`src/rtl/uart_rx_frame.sv`:
```
`default_nettype none
// ============================================================================
// Module   : uart_rx_frame
// Purpose  : Parametrised UART receiver (5..9 data bits, none/odd/even parity,
//            1 or 2 stop bits) with start-glitch rejection, parity / framing /
//            break / overrun status and a valid/ready holding register.
// Revision : 1.0 - initial release
// ============================================================================
module uart_rx_frame #(
  parameter int SYS_CLOCK     = 50000000,
  parameter int UART_BAUDRATE = 115200,
  parameter int DATA_BITS     = 8,
  parameter int PARITY        = 0,
  parameter int STOP_BITS     = 1
) (
  input  logic                 i_SysClock,
  input  logic                 i_Reset,
  input  logic                 i_RxSerial,
  output logic [DATA_BITS-1:0] o_RxData,
  output logic                 o_RxValid,
  input  logic                 i_RxReady,
  output logic                 o_ParityErr,
  output logic                 o_FrameErr,
  output logic                 o_Break,
  output logic                 o_Overrun
);

  localparam int c_CPB   = SYS_CLOCK / UART_BAUDRATE;
  localparam int c_HALF  = c_CPB / 2;
  localparam int c_CNT_W = $clog2(c_CPB);

  localparam logic [c_CNT_W-1:0] c_CNT_ONE  = c_CNT_W'(1);
  localparam logic [c_CNT_W-1:0] c_CNT_LAST = c_CNT_W'(c_CPB - 1);
  localparam logic [c_CNT_W-1:0] c_HALF_LAST = c_CNT_W'(c_HALF - 1);
  localparam logic [3:0]         c_DATA_LAST = 4'(DATA_BITS - 1);
  localparam logic [3:0]         c_STOP_LAST = 4'(STOP_BITS - 1);

  typedef enum logic [2:0] {
    ST_IDLE  = 3'd0,
    ST_START = 3'd1,
    ST_DATA  = 3'd2,
    ST_PAR   = 3'd3,
    ST_STOP  = 3'd4
  } rxState_t;

  logic                 r_RxMeta;
  logic                 r_RxSync;
  logic [1:0]           r_Live;
  logic                 r_Armed;
  rxState_t             r_State;
  rxState_t             w_NextState;
  logic [c_CNT_W-1:0]   r_Cnt;
  logic [c_CNT_W-1:0]   w_NextCnt;
  logic [3:0]           r_BitIdx;
  logic [3:0]           w_NextBitIdx;
  logic                 w_Sample;
  logic                 w_Commit;
  logic [DATA_BITS-1:0] r_Shift;
  logic                 r_ParErr;
  logic                 r_FrameErr;
  logic                 r_AllZero;
  logic                 w_ParBad;
  logic                 w_FrameErrNow;
  logic                 w_BreakNow;
  logic                 w_Load;
  logic                 w_Handshake;

  // Two-flop synchronizer; r_Live marks when r_RxSync holds a real pin sample
  always_ff @(posedge i_SysClock or posedge i_Reset) begin
    if (i_Reset) begin
      r_RxMeta <= 1'b1;
      r_RxSync <= 1'b1;
      r_Live   <= 2'b00;
    end else begin
      r_RxMeta <= i_RxSerial;
      r_RxSync <= r_RxMeta;
      r_Live   <= {r_Live[0], 1'b1};
    end
  end

  // Arm only once the real line has been seen high; a frame ending with a low
  // stop sample disarms so a held-low line (break) yields a single frame
  always_ff @(posedge i_SysClock or posedge i_Reset) begin
    if (i_Reset) begin
      r_Armed <= 1'b0;
    end else if (w_Commit && !r_RxSync) begin
      r_Armed <= 1'b0;
    end else if (r_Live[1] && r_RxSync) begin
      r_Armed <= 1'b1;
    end
  end

  // FSM state, bit-timing counter and bit index registers
  always_ff @(posedge i_SysClock or posedge i_Reset) begin
    if (i_Reset) begin
      r_State  <= ST_IDLE;
      r_Cnt    <= '0;
      r_BitIdx <= 4'd0;
    end else begin
      r_State  <= w_NextState;
      r_Cnt    <= w_NextCnt;
      r_BitIdx <= w_NextBitIdx;
    end
  end

  // Next-state logic: first sample at T0+HALF, then one sample every CPB
  always_comb begin
    w_NextState  = r_State;
    w_NextCnt    = r_Cnt + c_CNT_ONE;
    w_NextBitIdx = r_BitIdx;
    w_Sample     = 1'b0;
    w_Commit     = 1'b0;
    case (r_State)
      ST_IDLE: begin
        w_NextCnt    = '0;
        w_NextBitIdx = 4'd0;
        if (r_Armed && !r_RxSync) begin
          w_NextState = ST_START;
        end
      end
      ST_START: begin
        if (r_Cnt == c_HALF_LAST) begin
          w_NextCnt    = '0;
          w_NextBitIdx = 4'd0;
          w_NextState  = r_RxSync ? ST_IDLE : ST_DATA;
        end
      end
      ST_DATA: begin
        if (r_Cnt == c_CNT_LAST) begin
          w_Sample  = 1'b1;
          w_NextCnt = '0;
          if (r_BitIdx == c_DATA_LAST) begin
            w_NextBitIdx = 4'd0;
            w_NextState  = (PARITY != 0) ? ST_PAR : ST_STOP;
          end else begin
            w_NextBitIdx = r_BitIdx + 4'd1;
          end
        end
      end
      ST_PAR: begin
        if (r_Cnt == c_CNT_LAST) begin
          w_Sample     = 1'b1;
          w_NextCnt    = '0;
          w_NextBitIdx = 4'd0;
          w_NextState  = ST_STOP;
        end
      end
      ST_STOP: begin
        if (r_Cnt == c_CNT_LAST) begin
          w_Sample  = 1'b1;
          w_NextCnt = '0;
          if (r_BitIdx == c_STOP_LAST) begin
            w_NextBitIdx = 4'd0;
            w_NextState  = ST_IDLE;
            w_Commit     = 1'b1;
          end else begin
            w_NextBitIdx = r_BitIdx + 4'd1;
          end
        end
      end
      default: begin
        w_NextState  = ST_IDLE;
        w_NextCnt    = '0;
        w_NextBitIdx = 4'd0;
      end
    endcase
  end

  assign w_ParBad      = (PARITY == 1) ? ~(^r_Shift ^ r_RxSync) : (^r_Shift ^ r_RxSync);
  assign w_FrameErrNow = r_FrameErr | ~r_RxSync;
  // Break needs data, parity and the first stop bit all low
  assign w_BreakNow    = r_AllZero & ((r_BitIdx != 4'd0) | ~r_RxSync);
  assign w_Handshake   = o_RxValid & i_RxReady;
  assign w_Load        = w_Commit & (~o_RxValid | i_RxReady);

  // Frame datapath: LSB-first shift register and per-frame error accumulators
  always_ff @(posedge i_SysClock or posedge i_Reset) begin
    if (i_Reset) begin
      r_Shift    <= '0;
      r_ParErr   <= 1'b0;
      r_FrameErr <= 1'b0;
      r_AllZero  <= 1'b1;
    end else if (r_State == ST_START) begin
      r_ParErr   <= 1'b0;
      r_FrameErr <= 1'b0;
      r_AllZero  <= 1'b1;
    end else if (w_Sample) begin
      case (r_State)
        ST_DATA: begin
          r_Shift <= {r_RxSync, r_Shift[DATA_BITS-1:1]};
          if (r_RxSync) r_AllZero <= 1'b0;
        end
        ST_PAR: begin
          r_ParErr <= w_ParBad;
          if (r_RxSync) r_AllZero <= 1'b0;
        end
        ST_STOP: begin
          if (!r_RxSync) r_FrameErr <= 1'b1;
          if (r_RxSync && (r_BitIdx == 4'd0)) r_AllZero <= 1'b0;
        end
        default: begin
          r_AllZero <= r_AllZero;
        end
      endcase
    end
  end

  // Holding register: load on commit if free or being drained, else flag overrun
  always_ff @(posedge i_SysClock or posedge i_Reset) begin
    if (i_Reset) begin
      o_RxData    <= '0;
      o_RxValid   <= 1'b0;
      o_ParityErr <= 1'b0;
      o_FrameErr  <= 1'b0;
      o_Break     <= 1'b0;
      o_Overrun   <= 1'b0;
    end else begin
      if (w_Load) begin
        o_RxData    <= r_Shift;
        o_RxValid   <= 1'b1;
        o_ParityErr <= (PARITY != 0) & r_ParErr;
        o_FrameErr  <= w_FrameErrNow;
        o_Break     <= w_BreakNow;
      end else if (w_Handshake) begin
        o_RxValid   <= 1'b0;
        o_ParityErr <= 1'b0;
        o_FrameErr  <= 1'b0;
        o_Break     <= 1'b0;
      end
      if (w_Commit && o_RxValid && !i_RxReady) begin
        o_Overrun <= 1'b1;
      end else if (w_Handshake) begin
        o_Overrun <= 1'b0;
      end
    end
  end

endmodule
`default_nettype wire

```
`config.mk`:
```
export PLATFORM = sky130hd
export DESIGN_NAME = uart_rx_frame
export DESIGN_NICKNAME = d
export VERILOG_FILES = /design/src/rtl/uart_rx_frame.sv
export SDC_FILE = /design/constraint.sdc
export NUM_CORES = 1
export LEC_CHECK = 0
export BUFFER_PORTS_ARGS = -buffer_cell sky130_fd_sc_hd__buf_2
export CORE_MARGIN = 5
export CORE_UTILIZATION = 50
export CTS_CLUSTER_SIZE = 12
export DETAILED_ROUTE_END_ITERATION = 6
export PLACE_DENSITY = 0.75
export SLEW_MARGIN = 0
export SYNTH_ARGS = -nofsm -noshare
export SYNTH_HDL_FRONTEND = slang
export SYNTH_SLANG_ARGS = --single-unit
```
`constraint.sdc`:
```
create_clock -name i_SysClock -period 3.3 [get_ports i_SysClock]
set_input_delay 0.165 -clock i_SysClock [delete_from_list [all_inputs] [get_ports i_SysClock]]
set_output_delay 0.165 -clock i_SysClock [all_outputs]
set_load 0.02 [all_outputs]
```
## After elaboration in Yosys (flattened, before gate mapping)

Index checks and enable logic that the tools add are counted.

- Output and inout port bits: 13
- Bits in registers: 44
- Input bits: 4
- Logic and storage cells: 109

- Bitwise operators: 9
- Reductions and logical operators: 24
- Add/subtract/negate cells: 2
- Muxes and demuxes: 41
- Equal/unequal tests: 17

Operator list:

| operator | count |
|---|---|
| two-way mux 4 bit | 6 |
| two-way mux 1 bit | 21 |
| two-way mux 3 bit | 7 |
| two-way mux 9 bit | 2 |
| one-hot mux 9 bit (2 select lines) | 1 |
| one-hot mux 4 bit (4 select lines) | 1 |
| one-hot mux 3 bit (5 select lines) | 1 |
| inequality test 2 bit, second input constant | 7 |
| nonzero test 2 bit | 5 |
| adder 9 x 1 -> 9 bit, second input constant | 1 |
| equality test 9 x 8 -> 1 bit, second input constant | 1 |
| equality test 9 bit, second input constant | 1 |
| AND reduction 4 bit | 2 |
| AND reduction 7 bit | 1 |
| equality test 3 x 2 -> 1 bit, second input constant | 2 |
| logical AND 1 bit | 6 |
| AND reduction 3 bit | 2 |
| adder 4 x 1 -> 4 bit, second input constant | 1 |
| equality test 4 x 3 -> 1 bit, second input constant | 1 |
| logical NOT 4 bit | 1 |
| nonzero test 4 bit | 1 |
| bitwise AND 1 bit | 3 |
| equality test 3 x 1 -> 1 bit, second input constant | 1 |
| equality test 3 bit, second input constant | 1 |
| other kinds (12) | 17 |

## Logic depth before layout (Yosys ltp)

Gate-level depths: netlist (run 1).

- Depth in word-level cells: 7
- Mapped depth: 8
- Mapped depth without buffers: 7

## Worst setup path before layout (run 1)

No wires, ideal clock.

- Path type: register -> register
- Start point: reg r_Cnt[1]
- End point: reg o_RxData[0]
- Required time: 3.175 ns
- Clock period less this slack: 2.317 ns
- Cell stages (with the launch flop): 8
- Path slack: 0.983 ns
- Buffers on the path: 0
- Library setup time: 0.125 ns
- Arrival time: 2.192 ns
- Cell sequence: dfrtp_1 -> inv_1 -> ha_1 -> inv_1 -> or4_4 -> or3_4 -> a21oi_4 -> mux2_2

- Word-level cells in the longest chain between the ends: 4

RTL lines:

| what | RTL line | RTL |
|---|---|---|
| from (decl) | 52 | `logic [c_CNT_W-1:0] r_Cnt;` |
| from (signal assigned) | 101 | `r_Cnt <= w_NextCnt;` |
| equality test 9 bit | 149 | `if (r_Cnt == c_CNT_LAST) begin` |
| two-way mux 1 bit | 149 |  |
| two-way mux 1 bit | 113 | `case (r_State)` |
| bitwise AND 1 bit | 174 | `assign w_Load = w_Commit & (~o_RxValid \| i_RxReady);` |
| to (signal assigned) | 219 | `o_RxData <= r_Shift;` |
| to (decl) | 19 | `output logic [DATA_BITS-1:0] o_RxData,` |

Every way passes these cells.
A chain may end at the register's enable or synchronous reset.

## Worst setup path in the final report (run 1)

- Start point: reg r_Cnt[1]
- End point: reg o_RxData[7]

The elaborated chain is that of the path after synthesis.

==> out/qor.yml, run 1 <==
final_cell_mix: "dfrtp_1, mux2_2, nor2_1, buf_2, nand2_1"
fin_setup_tns_ps: 0
yosys_most_used_dff: "dfrtp_1"
die-width_um: 71.90
clock_latency_ps: 290
synthCells: 163
synthSimpleGateAreaFrac: 0.1463
async_flop_share: 1.000
max_freq_mhz: 398.7
fp.dieArea_um2: 5169
antenna_left: 0
cts_setup_buffers: 0
worst_pin_slew_ps: 520.9
synth_top_family_by_area: "simple AND/OR/NAND/NOR gates"
grt_overflow: 0
crit_arrival_ps: 2690
grt_pass1_wl_mm: 5.671
gp_congestion: 0.8567
grt_pass1_vias: 1230
ys_seq_area_frac: 0.5637
drc: 0
yosysWarnings: 0
grt_use_total: 0.1401
netlist_area_um2: 1916
wl_per_cell_um: 13.79
avgSynthCellArea_um2: 11.75
hold_path.class: "in -> reg"
critPathLaunchType: "flip-flop"
die_y_um: 71.90
synth_top_area_cell: "dfrtp_1"
critPathMaxFanout: 10
ios: 17
antenna_found_initial: 0
maxSlewViolCount: 0
numCtsBuffers: 5
final_common_cell: "dfrtp_1"
area_delta_synth_final_pct: 12.67
drive_gt1_frac: 0.2849
cts_root_buf: "clkbuf_8"
hold_violations: 0
grt_max_degree: 44
grt_setup_unrepaired: "no"
start_util: 0.5193
cp-end-kind: "flip-flop"
power.density_nw_per_um2: 538.7
synth_compound_area_frac: 0.09275
fp-row-count: 22
p_leak_nw: 1.034
clk_pin_slew_worst_paths_ps: 80
min_period_ps: 2508
synth_edf_count: 0
crit_required_ps: 3480
crit_type: "reg -> reg"
port_buffers: 15
relSlewSlack: 0.6528
dr.pass1.iters: 5
num_vias: 1257
h-tree-depth: 2
core_area_um2: 3689
synth_area_leaders: "dfrtp_1, mux2_2, dfstp_2, ha_1, nor2_1"
initialDrtViolationCount: 78
synth-seq-cells: 43
clk_path_buf_depth: 2
outcome: "complete, no violations"
nets: 194
place_hpwl_mm: 2.321
fin_skew_ps: 8.912
synthXorXnorAreaFrac: 0.03201
reg2reg_slack_ps: 790
wl_mm: 3.227
ys_types: 39
synthAdderAreaFrac: 0.03266
viasPerCell: 5.372
cap_violations: 0
diodes: 0
synth_mux_area_frac: 0.09993
vdd.ir_drop.worst_mv: 0.3307
utilization: 0.5851
finalSetupViolations: 0
clock-sinks: 43
post-route-period-util: 0.7600
syn_nets: 172
power_w: 0.001163
tritoncts: "built"
yosysTopAreaCellShare: 0.5225
-- synth_stat cells, types with 2 or more instances --
master / number
a21o_1: 2
a21oi_1: 2
a2bb2oi_1: 2
a32o_1: 3
buf_2: 2
conb_1: 2
dfrtp_1: 40
dfstp_2: 3
ha_1: 5
inv_1: 9
mux2_2: 17
nand2_1: 11
nand2b_1: 3
nand3_1: 5
nand3b_1: 2
nand4_1: 3
nor2_1: 15
o21ai_0: 8
o31ai_1: 2
or3_2: 2
or3b_2: 2
xor2_1: 6
-- path summary, 6_finish.rpt --
check | start | to | cells after the start
max in group asynchronous | i_Reset | r_AllZero | 4
min | i_RxReady | o_Overrun | 2
max | r_Cnt[1] | o_RxData[7] | 7
min reg2reg | r_RxMeta | r_RxSync | 0
max reg2reg | r_Cnt[1] | o_RxData[7] | 7
min in group asynchronous | i_Reset | r_Cnt[1] | 4
-- final cells by class --
type | instances | area, µm²
clock buffers | 5 | 68.82
clock inverters | 3 | 25.02
fillers | 313 | 1530
inverters | 9 | 33.78
multi-input cells | 107 | 780.7
flip-flops and latches | 43 | 1080
well taps | 48 | 60.06
repair buffers | 19 | 110.1
-- where the power goes --
| part | switching [W] | total (W) | internal, W |
|---|---|---|---|
| combinational | 0.000132 | 0.000216 | 0.0000842 |
| clock | 0.000185 | 0.000336 | 0.000151 |
| sequential | 0.0000502 | 0.000610 | 0.000560 |
| total | 0.000368 | 0.00116 | 0.000795 |
-- per-stage QoR --
| stage | cell area [µm²] | hold WS [ps] | cells | setup WS [ps] |
|---|---|---|---|---|
| after floorplan | 1916 | 169.5 | 163 | 983.3 |
| after global placement | 2044 | 272.2 | 224 | 894.5 |
| after detailed placement | 2044 | 272.0 | 224 | 796.0 |
| after CTS | 2158 | 67.44 | 234 | 778.1 |
| after global routing | 2158 | 67.86 | 234 | 711.9 |
| final | 2158 | 75.36 | 234 | 792.0 |
-- per-layer routing --
metal	up-vias	routed length, µm	track usage
li1	609	-	-
met1	613	1508	0.1890
met3	4	142	0.05125
met5	-	0	0
met2	31	1543	0.2143
met4	0	33	0.03758
-- kinds of logic after synthesis --
kind of cell             count (synthesis)
AND/OR/NAND/NOR                         52
flip-flops                              43
AO/OA/AOI/OAI                           24
multiplexers                            17
buffers and inverters                   13
XOR/XNOR                                 7
adder cells (fa/ha/maj)                  5
other                                    2
-- flip-flops by register name, indices dropped and copies added, names as in the netlist, 2 cells and up --
name,count
r_Cnt,9
o_RxData,8
r_Shift,8
r_BitIdx,4
r_State,3
r_Live,2
-- what timing repair did --
action	in CTS	in global routing
resized for setup	0	0
hold endpoints to repair	32	0
hold buffers	2	0
-- critical path: stages, from the launching register on --
cell and delay [ps]:
dfrtp_1 430, inv_1 100, ha_1 150, inv_1 40, or4_4 540, or3_4 450
a21oi_4 300, mux2_2 390
(Power assumes the default switching activity.)
==> run 2: changes to the inputs <==
- ABC_AREA: unset -> 1
- clock period: 3.3 -> 2.6 ns (I/O delays scaled with it)
==> out/qor.yml, run 2 <==
min_period_ps: 1612  # -895.5 ps
cp-end-kind: "flip-flop"
ios: 17  # unchanged
clk_pin_slew_worst_paths_ps: 80  # about the same
cts_setup_buffers: 0  # unchanged
grt_use_total: 0.1500  # +0.009909
avgSynthCellArea_um2: 8.442  # -28%
wl_per_cell_um: 11.46  # -17%
power.density_nw_per_um2: 659.1  # +22%
place_hpwl_mm: 2.621  # +13%
die-width_um: 74.32  # +3.4%
cap_violations: 0  # unchanged
yosys_most_used_dff: "dfrtp_1"
fin_setup_tns_ps: 0  # unchanged
crit_arrival_ps: 1850  # -840 ps
gp_congestion: 0.8124  # -5.2%
core_area_um2: 4000  # +8.4%
dr.pass1.iters: 4  # -1
final_cell_mix: "nand2_1, dfrtp_1, inv_1, nor2_1"
area_delta_synth_final_pct: 10.10
grt_pass1_wl_mm: 6.334  # +12%
worst_pin_slew_ps: 532.7  # +11.89 ps
synth-seq-cells: 43  # unchanged
diodes: 0  # unchanged
yosysMostFrequentCell: "nand2_1"
drive_gt1_frac: 0.1835  # -0.1014
maxSlewViolCount: 0  # unchanged
synth_top_area_cell: "dfrtp_1"
die_y_um: 74.32  # +3.4%
synth_area_leaders: "dfrtp_1, nand2_1, inv_1, dfstp_2, nand3_1"
port_buffers: 15  # unchanged
synthTopCellsByCount: "nand2_1, dfrtp_1, inv_1, nor2_1, nand3_1"
critPathMaxFanout: 13  # +3
crit_type: "reg -> reg"
clk_path_buf_depth: 2  # unchanged
finalSetupViolations: 0  # unchanged
netlist_area_um2: 2068  # +8.0%
start_util: 0.5170  # -0.002288
nets: 275  # +42%
relSlewSlack: 0.6448  # -0.007924
max_freq_mhz: 620.2  # +56%
cts_root_buf: "clkbuf_8"
clock_latency_ps: 290  # about the same
yosysWarnings: 0  # unchanged
drc: 0  # unchanged
fp.dieArea_um2: 5523  # +6.8%
ys_seq_area_frac: 0.5221  # -0.04160
hold_path.class: "in -> reg"
ys_types: 29  # -26%
viasPerCell: 4.776  # -11%
largest_register_ffs: 9  # unchanged
synthCells: 245  # +50%
biggestRegsByFlops: "r_Cnt x9, o_RxData x8, r_Shift x8"
outcome: "complete, no violations"
syn_nets: 254  # +48%
fin_skew_ps: 6.261  # -2.651 ps
top_register: "r_Cnt"
fp-row-count: 23  # +4.5%
num_vias: 1514  # +20%
antenna_found_initial: 0  # unchanged
clock-sinks: 43  # unchanged
yosysTopAreaCellShare: 0.4840  # -0.03857
post-route-period-util: 0.6202  # -0.1398
numCtsBuffers: 5  # unchanged
fin_cells: 317  # +35%
critPathLaunchType: "flip-flop"
ctsResizeCount: 0  # unchanged
synth_edf_count: 0  # unchanged
h-tree-depth: 2  # unchanged
crit_required_ps: 2840  # -640 ps
async_flop_share: 1.000  # unchanged
utilization: 0.5693  # -0.01586
grt_setup_unrepaired: "no"
initialDrtViolationCount: 68  # -13%
grt_pass1_vias: 1429  # +16%
hold_violations: 0  # unchanged
grt_max_degree: 44  # unchanged
place_inst: 307  # +37%
antenna_left: 0  # unchanged
wl_mm: 3.634  # +13%
final_common_cell: "nand2_1"
p_leak_nw: 1.221  # +18%
vdd.ir_drop.worst_mv: 0.3766  # +14%
grt_overflow: 0  # unchanged
tritoncts: "built"
-- run 2: changes by cell type in the layout (fill, tap and decap cells not counted), moves of 4 or more --
cell / delta
nand2_1: +65
inv_1: +21
nand2_2: +9
inv_2: +4
nand3_1: +10
o21ai_1: +9
mux2_2: -17
-- run 2: stage by stage --
| step | area, µm² | setup WS (ps) | power, W | hold slack (ps) |
|---|---|---|---|---|
| 2_1_floorplan | 2068 | 1217 | 0.001049 | 134.5 |
| 3_3_place_gp | 2172 | 1035 | 0.001096 | 234.9 |
| 3_5_place_dp | 2172 | 994.8 | 0.001106 | 237.3 |
| 4_1_cts | 2277 | 972.6 | 0.001524 | 152.0 |
| 5_1_grt | 2277 | 862.0 | 0.001603 | 165.1 |
| 6_report | 2277 | 987.5 | 0.001501 | 153.7 |
-- run 2: power breakdown --
part	switching, W	internal [W]
Sequential	0.0000462	0.000705
Clock	0.000227	0.000188
Combinational	0.000237	0.0000984
Total	0.000510	0.000991
-- run 2: timing repair --
| item | 4_1_cts | 5_1_grt |
|---|---|---|
| setup endpoints to repair | 0 | 0 |
| hold buffers | 2 | 0 |
| hold endpoints to repair | 41 | 0 |
-- run 2: cells by family (layout without fill, tap and decap cells) --
family	count (synthesis)	count (layout)	share of synthesized area
buffers and inverters	39	61	0.08470
adder cells (fa/ha/maj)	5	5	0.03025
other	2	2	0.003631
AO/OA/AOI/OAI	21	21	0.05626
flip-flops	43	43	0.5221
XOR/XNOR	5	5	0.02117
AND/OR/NAND/NOR	130	130	0.2819
-- run 2: final timing paths --
path / end / slack [ps] / cells after the start / startpoint
max: o_FrameErr / 990 / 8 / r_BitIdx[0]
min: o_RxValid / 150 / 4 / i_RxReady
max reg2reg: o_FrameErr / 990 / 8 / r_BitIdx[0]
min reg2reg: r_Live[1] / 360 / 0 / r_Live[0]
max in group asynchronous: r_AllZero / 1710 / 4 / i_Reset
min in group asynchronous: r_Cnt[6] / 490 / 4 / i_Reset
-- run 2: worst max-delay path, stage by stage, from the launching register on --
cell     delay (ps)
dfrtp_1         410
inv_1            90
ha_1            150
nand3_1         170
nor2_2          230
nand3_4         190
inv_2           170
nand2_1          70
nand2_1          70
-- run 2: routing by layer --
layer	up-vias	part of all wire	global-route usage
li1	795	-	-
met1	696	0.47	0.1979
met2	18	0.48	0.2382
met3	5	0.033	0.03378
met4	0	0.015	0.06522
met5	-	0	0
-- run 2: final cells by class --
cell class                      instances  area [µm²]
Inverter                               35       133.9
Multi-Input combinational cell        163       813.3
Clock inverter                          2       12.51
Fill cell                             351        1723
Timing Repair Buffer                   18       102.6
Clock buffer                            6       72.57
Tap cell                               50       62.56
Sequential cell                        43        1080
==> run 3: changes to the inputs <==
- ABC_AREA: 1 -> 0
- clock period: 2.6 -> 1.5 ns (I/O delays scaled with it)
==> out/qor.yml, run 3 (same netlist as run 1, synthesis figures left out) <==
numCtsBuffers: 5  # unchanged
min_from: "r_RxMeta"
crit_type: "reg -> reg"
crit_required_ps: 1690  # -1150 ps
grt_setup_unrepaired: "yes"
largest_register_ffs: 9  # unchanged
place_area_um2: 2300  # +5.9%
finalSetupViolations: 39  # +39
path_buf_inv: 1  # -1
critPathMaxFanout: 10  # -3
wl_mm: 4.915  # +35%
max_stage_delay_ps: 580  # +170 ps
diodes: 0  # unchanged
ios: 17  # unchanged
path_cells: "nand3b_1 -> or4_4 -> or3_4 -> a21oi_4 -> buf_12 -> mux2_4"
cp-end-kind: "flip-flop"
wl_per_cell_um: 17.81  # +55%
fp-row-count: 22  # -4.3%
r2r_end: "o_RxData[3]"
path_delay_family: "simple AND/OR/NAND/NOR gates"
nets: 236  # -14%
outcome: "finished, violations left"
critPathLaunchType: "flip-flop"
gp_congestion: 0.8380  # +3.2%
initialDrtViolationCount: 79  # +16%
tritoncts: "built"
place_hpwl_mm: 2.859  # +9.1%
grt_use_total: 0.1753  # +0.02527
drive_gt1_frac: 0.5482  # +0.3647
hold_path.class: "reg -> reg"
viasPerCell: 5.529  # +16%
grt_pass1_wl_mm: 7.044  # +11%
cts_root_buf: "clkbuf_8"
biggestRegsByFlops: "r_Cnt x9, o_RxData x8, r_Shift x8"
clock_latency_ps: 300  # about the same
die_y_um: 71.90  # -3.3%
worst_slack_ps: -764.5  # -1752 ps
clk_pin_slew_worst_paths_ps: 80  # about the same
place_ws_ps: -712.2  # -1707 ps
crit_slowest_cell: "or4_4"
postLayoutCellArea_um2: 2761  # +21%
fin_skew_ps: 8.075  # +1.813 ps
n_fill_cell: 233  # -34%
reg2reg_depth: 6  # -2
core_area_um2: 3689  # -7.8%
fp.dieArea_um2: 5169  # -6.4%
num_vias: 1526  # +0.79%
vdd.ir_drop.worst_mv: 0.8647  # +130%
dr.pass1.iters: 4  # unchanged
holdWs_ps: 365.1  # +211.4 ps
start_util: 0.5193  # +0.002288
final_common_cell: "dfrtp_1"
hold_depth: 0  # -4
grt_max_degree: 44  # unchanged
die-width_um: 71.90  # -3.3%
clk_path_buf_depth: 2  # unchanged
worst_pin_slew_ps: 536.1  # +3.340 ps
grt_pass1_vias: 1568  # +9.7%
top_register: "r_Cnt"
crit_cells: 6  # -2
crit_arrival_ps: 2450  # +600 ps
post-route-period-util: 1.510  # +0.8895
reg2reg_slack_ps: -760  # -1750 ps
h-tree-depth: 2  # unchanged
max_freq_mhz: 441.6  # -29%
cap_violations: 0  # unchanged
final_cell_mix: "dfrtp_1, buf_4, buf_2, mux2_2, buf_6"
antenna_found_initial: 0  # unchanged
drc: 0  # unchanged
port_buffers: 15  # unchanged
area_delta_synth_final_pct: 44.15
hold_end: "r_RxSync"
power.density_nw_per_um2: 1260  # +91%
antenna_left: 0  # unchanged
grt_overflow: 0  # unchanged
r2r-start: "r_Cnt[6]"
p_leak_nw: 1.315  # +7.7%
relSlewSlack: 0.6426  # -0.002227
min_period_ps: 2264  # +652.0 ps
violations: "negative setup slack"
hold_violations: 0  # unchanged
maxSlewViolCount: 0  # unchanged
clock-sinks: 43  # unchanged
run 3: cell count changes in the layout (fill, tap and decap cells not counted), moves of 4 or more:
cell	previous run	this run
mux2_2	0	9
nand2_1	76	6
o21ai_0	5	1
nand2_2	9	3
inv_1	30	7
nor2_1	18	7
o21ai_1	9	4
buf_6	0	9
nor3_1	4	0
nand3_1	15	3
buf_4	1	32
mux2_4	0	8
nor2_4	1	7
run 3: repair_timing:
item,CTS,global route
endpoints found under the hold margin,43,0
resized for setup,16,53
setup buffers,8,9
hold buffers,3,0
setup endpoints to repair,38,39
pin swaps,5,27
run 3: worst max-delay path by stage:
stage	startpoint	to
detailed placement	r_Cnt[1]	o_RxData[3]
floorplan	r_Cnt[6]	o_RxData[0]
global placement	r_Cnt[6]	o_RxData[7]
global route	r_Cnt[2]	o_RxData[6]
finish	r_Cnt[6]	o_RxData[3]
CTS	r_Cnt[2]	o_RxData[3]
run 3: layout make-up:
cell class,instances,area (µm²),area share
inverters,9,33.78,0.01223
clock buffers,6,72.57,0.02628
clock inverters,2,12.51,0.004531
well taps,48,60.06,0.02175
multi-input cells,107,1016,0.3679
repair buffers,61,486.7,0.1763
flip-flops and latches,43,1080,0.3910
run 3: power breakdown:
group          leakage, nW  switching, W  internal (W)
Clock               0.0412      0.000395      0.000325
Sequential           0.577     0.0000472       0.00123
Combinational        0.696      0.000760      0.000719
run 3: metrics by stage:
step,util,power (W),TNS (ps),instances
after floorplan,-,0.001724,-16370,163
after global placement,0.6235,0.002070,-19450,252
after detailed placement,0.6235,0.002108,-21440,252
after CTS,0.6872,0.003005,-20020,270
after global routing,0.7486,0.003655,-24240,276
final,0.7486,0.003479,-23110,276
run 3: layer usage:
| metal | up-vias | routed length, µm | GRT usage |
|---|---|---|---|
| met1 | 772 | 1928 | 0.2000 |
| li1 | 690 | - | - |
| met5 | - | 0 | 0 |
| met3 | 17 | 181 | 0.03047 |
| met2 | 47 | 2659 | 0.3184 |
| met4 | 0 | 146 | 0.07933 |
